==> config.mk <==
export PLATFORM = sky130hd
export DESIGN_NAME = regfile_wb_arbiter
export DESIGN_NICKNAME = d
export VERILOG_FILES = /design/src/rtl/regfile_pkg.sv /design/src/rtl/wb_scoreboard.sv /design/src/rtl/regfile_wb_arbiter.sv
export SDC_FILE = /design/constraint.sdc
export NUM_CORES = 1
export LEC_CHECK = 0
export ABC_AREA = 1
export CORE_ASPECT_RATIO = 1.1
export CORE_MARGIN = 2
export CORE_UTILIZATION = 42
export CTS_BUF_LIST = sky130_fd_sc_hd__clkbuf_4 sky130_fd_sc_hd__clkbuf_8 sky130_fd_sc_hd__clkbuf_16
export DETAILED_ROUTE_END_ITERATION = 10
export PLACE_DENSITY_LB_ADDON = 0.05
export SLEW_MARGIN = 30
export SYNTH_ARGS = -nofsm -noshare
export SYNTH_HDL_FRONTEND = slang
export SYNTH_SLANG_ARGS = --single-unit
export TNS_END_PERCENT = 100
==> constraint.sdc <==
create_clock -name clk -period 1.5 [get_ports clk]
set_input_delay 0.3 -clock clk [delete_from_list [all_inputs] [get_ports clk]]
set_output_delay 0.3 -clock clk [all_outputs]
set_load 0.03 [all_outputs]
==> src/rtl/regfile_pkg.sv <==
// Shared types and constants for the register-file write-back arbiter.
package regfile_pkg;

  localparam int unsigned DATA_W = 32;
  localparam int unsigned ADDR_W = 5;

  localparam logic [ADDR_W-1:0] REG_ZERO = '0;

  // Starvation counter is 4 bits wide and saturates at its maximum.
  localparam logic [3:0] STARVE_MAX = 4'hF;

  typedef struct packed {
    logic              valid;
    logic [ADDR_W-1:0] rd;
    logic [DATA_W-1:0] data;
  } wb_req_t;

endpackage

==> src/rtl/wb_scoreboard.sv <==
// Pending-write scoreboard with hazard detection and optional write-port bypass.
// Bypass compare is built only when REGFILE_WB_BYPASS_EN is defined.
module wb_scoreboard #(
  parameter int unsigned ADDR_W = regfile_pkg::ADDR_W
) (
  input  logic              clk,
  input  logic              rst,
  input  logic              iss_valid,
  input  logic [ADDR_W-1:0] iss_rd,
  input  logic              reg_write,
  input  logic [ADDR_W-1:0] write_reg,
  input  logic [ADDR_W-1:0] reg1,
  input  logic [ADDR_W-1:0] reg2,
  output logic              stall,
  output logic              fwd1_hit,
  output logic              fwd2_hit
);
  import regfile_pkg::*;

  localparam int unsigned NREGS = 2 ** ADDR_W;

  logic [NREGS-1:0] pending_q, pending_d;
  logic             haz1, haz2;

  // Set is applied after clear so a newer outstanding writer keeps the bit.
  always_comb begin
    pending_d = pending_q;
    if (reg_write) begin
      pending_d[write_reg] = 1'b0;
    end
    if (iss_valid && (iss_rd != REG_ZERO)) begin
      pending_d[iss_rd] = 1'b1;
    end
  end

  always_ff @(posedge clk) begin
    if (rst) begin
      pending_q <= '0;
    end else begin
      pending_q <= pending_d;
    end
  end

`ifdef REGFILE_WB_BYPASS_EN
  assign fwd1_hit = reg_write && (write_reg == reg1) && (reg1 != REG_ZERO);
  assign fwd2_hit = reg_write && (write_reg == reg2) && (reg2 != REG_ZERO);
`else
  assign fwd1_hit = 1'b0;
  assign fwd2_hit = 1'b0;
`endif

  assign haz1  = pending_q[reg1] && (reg1 != REG_ZERO) && !fwd1_hit;
  assign haz2  = pending_q[reg2] && (reg2 != REG_ZERO) && !fwd2_hit;
  assign stall = !rst && (haz1 || haz2);

endmodule

==> src/rtl/regfile_wb_arbiter.sv <==
// Arbitrates ALU and load write-backs onto the single register-file write port.
// Optional bypass forwarding is enabled by defining REGFILE_WB_BYPASS_EN.
module regfile_wb_arbiter #(
  parameter int unsigned DATA_W       = regfile_pkg::DATA_W,
  parameter int unsigned ADDR_W       = regfile_pkg::ADDR_W,
  parameter int unsigned STARVE_LIMIT = 3
) (
  input  logic              clk,
  input  logic              rst,
  input  logic              alu_valid,
  output logic              alu_ready,
  input  logic [ADDR_W-1:0] alu_rd,
  input  logic [DATA_W-1:0] alu_data,
  input  logic              mem_valid,
  output logic              mem_ready,
  input  logic [ADDR_W-1:0] mem_rd,
  input  logic [DATA_W-1:0] mem_data,
  input  logic              iss_valid,
  input  logic [ADDR_W-1:0] iss_rd,
  input  logic [ADDR_W-1:0] reg1,
  input  logic [ADDR_W-1:0] reg2,
  output logic              stall,
  output logic              fwd1_hit,
  output logic              fwd2_hit,
  output logic [ADDR_W-1:0] write_reg,
  output logic [DATA_W-1:0] write_data,
  output logic              reg_write
);
  import regfile_pkg::*;

  localparam logic [3:0] STARVE_LIM4 = 4'(STARVE_LIMIT);

  wb_req_t           alu_req, mem_req, win_req;
  logic              grant_alu, grant_mem;
  logic [3:0]        starve_cnt_q, starve_cnt_d;
  logic              reg_write_q;
  logic [ADDR_W-1:0] write_reg_q;
  logic [DATA_W-1:0] write_data_q;

  // Load path has priority; the ALU wins once it has lost STARVE_LIMIT times in a row.
  always_comb begin
    alu_req   = '{valid: alu_valid, rd: alu_rd, data: alu_data};
    mem_req   = '{valid: mem_valid, rd: mem_rd, data: mem_data};
    grant_alu = 1'b0;
    grant_mem = 1'b0;
    if (!rst) begin
      if (alu_valid && (!mem_valid || (starve_cnt_q >= STARVE_LIM4))) begin
        grant_alu = 1'b1;
      end else if (mem_valid) begin
        grant_mem = 1'b1;
      end
    end
    win_req       = grant_alu ? alu_req : mem_req;
    win_req.valid = grant_alu || grant_mem;

    starve_cnt_d = starve_cnt_q;
    if (!alu_valid || grant_alu) begin
      starve_cnt_d = '0;
    end else if (starve_cnt_q != STARVE_MAX) begin
      starve_cnt_d = starve_cnt_q + 4'd1;
    end
  end

  always_ff @(posedge clk) begin
    if (rst) begin
      starve_cnt_q <= '0;
      reg_write_q  <= 1'b0;
      write_reg_q  <= '0;
      write_data_q <= '0;
    end else begin
      starve_cnt_q <= starve_cnt_d;
      reg_write_q  <= win_req.valid && (win_req.rd != REG_ZERO);
      if (win_req.valid) begin
        write_reg_q  <= win_req.rd;
        write_data_q <= win_req.data;
      end
    end
  end

  assign alu_ready  = grant_alu;
  assign mem_ready  = grant_mem;
  assign reg_write  = reg_write_q;
  assign write_reg  = write_reg_q;
  assign write_data = write_data_q;

  wb_scoreboard #(
    .ADDR_W(ADDR_W)
  ) u_scoreboard (
    .clk      (clk),
    .rst      (rst),
    .iss_valid(iss_valid),
    .iss_rd   (iss_rd),
    .reg_write(reg_write_q),
    .write_reg(write_reg_q),
    .reg1     (reg1),
    .reg2     (reg2),
    .stall    (stall),
    .fwd1_hit (fwd1_hit),
    .fwd2_hit (fwd2_hit)
  );

endmodule

==> summary.md <==
| Metric | Value |
|---|---|
| Outcome | `finished, violations left` |
| Violations in the final reports | `negative setup slack` |
| Global-route wire length before repair | `24500 um` |
| Gate power share | `33.3%` |
| Critical path endpoint | `stall` |
| Avg Cell Area, Syn | `6.06 um^2` |
| Vias/cell | `5.09` |
| Later-pin clock latency in the skew report | `0.37 ns` |
| Root Buffer | `clkbuf_8` |
| Unrepaired setup endpoints after global routing | `yes` |
| Synth cell types | `24` |
| Worst-path clk slew | `0.08 ns` |
| DIE WIDTH | `99.9 um` |
| Ys Warns | `0` |
| Share of layout cells above drive strength 1 | `23.8%` |
| R2R Setup Slk | `-0.35 ns` |
| Area Overhead vs Synth | `66.6%` |
| Power Dens Cells | `794 mW/mm^2` |
| Critical Path Source Type | `flop` |
| # rows | `38` |
| Yosys top cell area share | `34.9%` |
| Place WS | `-0.730 ns` |
| Final core utilization | `71.9%` |
| Ports | `137` |
| Slowest-stage cell, CP | `dfxtp_1` |
| Diode count | `0` |
| WS Path Type | `reg2out` |
| Power share of the sequential group | `38.1%` |
| Number of buffers created by CTS | `9` |
| Reg2reg start | `starve_cnt_q[0]$_SDFFE_PP0P_` |
| Hold Vio Cnt, Final | `0` |
| Fin. max-slew vios | `0` |
| Core box area | `0.00984 mm^2` |
| Fmax | `525 MHz` |
| Vias | `5189` |
| Die ar. | `0.0109 mm^2` |
| Antenna viol nets, final | `0` |
| Maximum VDD drop | `0.465 mV` |
| Routability cong. | `0.942` |
| Yosys top cell by area | `dfxtp_1` |
| Worst Setup SP | `u_scoreboard.pending_q[10]$_SDFF_PP0_` |
| Clock Tree Buf Depth | `2` |
| CTS sink count | `74` |
| WL/cell | `15.6 um` |
| Leak | `3.46 nW` |
| Clock skew | `0.0132 ns` |
| Tot GR Track Use | `28.7%` |
| Initial antenna violation count | `0` |
| Pint | `3.74 mW` |
| Initial Util | `43.1%` |
| H-tree Lvls | `3` |
| Cell Area, Synth | `0.00425 mm^2` |
| HP Class | `in2reg` |
| Clock share of power | `28.6%` |
| DR iter-0 viols | `246` |
| Largest net degree at the start of global routing | `43` |
| Worst-path cell chain | `inv_1 -> nand2_1 -> nand3_1 -> nand3_1 -> nand3_1 -> nand2_1 -> nand2_1 -> nand2_1 -> nor2_2 -> nor2_4 -> buf_6` |
| Critical Path RT | `1.20 ns` |
| Crit path max fanout | `2` |
| Post-Layout Cell Count | `1020` |
| Setup Viol. Count Final | `41` |
| Placed cells | `973` |
| Most common cell type on the critical path | `nand2_1` |
| Register area share after synthesis | `34.9%` |
| Dpl hpwl | `10200 um` |
| Largest cells by area after synthesis | `dfxtp_1, nand2_1, inv_1, a21oi_1, nand3_1` |
| Cell count after synthesis | `701` |
| # port buffers | `134` |
| CTS tree | `built` |
| Sw Share | `33.4%` |
| R2R cell count | `12` |
| DR pass1 iterations | `5` |
| Sw Pwr | `1.88 mW` |
| Reg-to-Reg End | `write_data[23]$_SDFFE_PP0P_` |
| Tcrit/Tclk final | `127%` |
| Grt total ovfl | `0` |
| Final worst slack | `-0.404 ns` |
| Tmin final | `1.90 ns` |
| Vias in the first global route | `5132` |
| Largest stage delay on the critical path | `0.32 ns` |
| Fill count | `787` |
| DRC violations left | `0` |
| Final #Nets | `991` |
| Max-cap violation count | `0` |
| Final WL | `15900 um` |
| CP Capture Type | `primary output` |
| Die height | `109 um` |
| Critical Path AT | `1.60 ns` |
| #FFs+latches synth | `74` |
[final cells by class]
class                           instances  area [um^2]  area share [%]
Clock inverter                          5         55.1           0.778
Clock buffer                           10          138            1.95
Timing Repair Buffer                  214         2300            32.5
Tap cell                              120          150            2.12
Inverter                              127          492            6.95
Multi-Input combinational cell        470         2450            34.6
Sequential cell                        74         1490            21.0
[through the flow]
| step | setup TNS, ns | total power [mW] | hold WS [ns] | instance area [um^2] |
|---|---|---|---|---|
| after floorplan | -1.99 | 3.01 | 0.429 | 4400 |
| after global placement | -14.59 | 3.66 | 0.437 | 6050 |
| after detailed placement | -16.08 | 3.68 | 0.448 | 6050 |
| after CTS | -12.73 | 5.50 | 0.297 | 6900 |
| after global routing | -16.71 | 5.85 | 0.328 | 7070 |
| final | -12.57 | 5.61 | 0.304 | 7070 |
[routing by layer]
layer	track usage, %	vias up	part of all wire (%)
li1	-	2570	-
met1	31.8	2375	39
met2	52.1	200	52
met3	6.87	44	6.8
met4	12.9	0	3.0
met5	0	-	0
[Yosys cell counts]
| cell type | instances |
|---|---|
| a21oi_1 | 70 |
| nor2_1 | 12 |
| conb_1 | 1 |
| nor3_1 | 14 |
| dfxtp_1 | 74 |
| nor2_8 | 1 |
| inv_1 | 125 |
| buf_2 | 9 |
| o211ai_1 | 2 |
| clkbuf_1 | 8 |
| buf_4 | 10 |
| nor3_4 | 1 |
| o21ai_0 | 47 |
| buf_1 | 2 |
| nand2_1 | 233 |
| clkinv_1 | 1 |
| buf_6 | 4 |
| nand2_2 | 1 |
| inv_2 | 1 |
| ha_1 | 1 |
| nor2_4 | 2 |
| a31oi_1 | 2 |
| o21ai_1 | 26 |
| nand3_1 | 54 |
[worst min-delay path by stage]
stage,startpoint,end,slack (ns),cells after the start
finish,rst,starve_cnt_q[0]$_SDFFE_PP0P_,0.30,4
global route,rst,starve_cnt_q[0]$_SDFFE_PP0P_,0.33,4
CTS,rst,starve_cnt_q[0]$_SDFFE_PP0P_,0.30,4
detailed placement,starve_cnt_q[0]$_SDFFE_PP0P_,starve_cnt_q[0]$_SDFFE_PP0P_,0.45,1
global placement,starve_cnt_q[0]$_SDFFE_PP0P_,starve_cnt_q[0]$_SDFFE_PP0P_,0.44,1
floorplan,starve_cnt_q[0]$_SDFFE_PP0P_,starve_cnt_q[0]$_SDFFE_PP0P_,0.43,1
[power groups by stage]
stage | clock network (mW) | registers, mW | logic (mW)
6_report | 1.61 | 2.14 | 1.87
2_1_floorplan | 0 | 2.37 | 0.642
5_1_grt | 1.69 | 2.15 | 2.00
4_1_cts | 1.59 | 2.13 | 1.78
3_5_place_dp | 0 | 2.18 | 1.50
3_3_place_gp | 0 | 2.17 | 1.49
[cells in the final DEF, fill, tap and decap left out, types with 10 or more instances in the layout]
cell,count
nor3_1,13
buf_6,17
o21ai_0,35
nand3_1,54
o21ai_2,20
nand2_1,208
nand2_2,21
clkbuf_8,10
clkdlybuf4s50_1,86
dfxtp_1,68
buf_12,11
inv_2,13
buf_4,39
dlygate4sd2_1,40
a21oi_1,43
o21ai_1,16
inv_1,110
a21oi_2,25
[logic make-up (layout without fill, tap and decap cells)]
logic type               after synthesis  in the layout  synth area share (%)
flip-flops                            74             74                  34.9
AO/OA/AOI/OAI                        147            147                  17.5
AND/OR/NAND/NOR                      318            318                  31.2
other                                  1              4                0.0883
buffers and inverters                160            356                  16.0
adder cells (fa/ha/maj)                1              1                 0.295
[worst max-delay path, delay by kind of cell, from the launching register on]
family                 cells  cell delay [ns]
buffers and inverters      2             0.22
flip-flops                 1             0.32
AND/OR/NAND/NOR            9             0.68
[timing repair]
action | 4_1_cts | 5_1_grt
hold buffers | 0 | 0
pin swaps | 33 | 18
cloned | 13 | 1
gates resized for setup | 148 | 57
buffers inserted | 11 | 14
setup endpoints to repair | 79 | 43
Power figures use the tool's default switching activity.
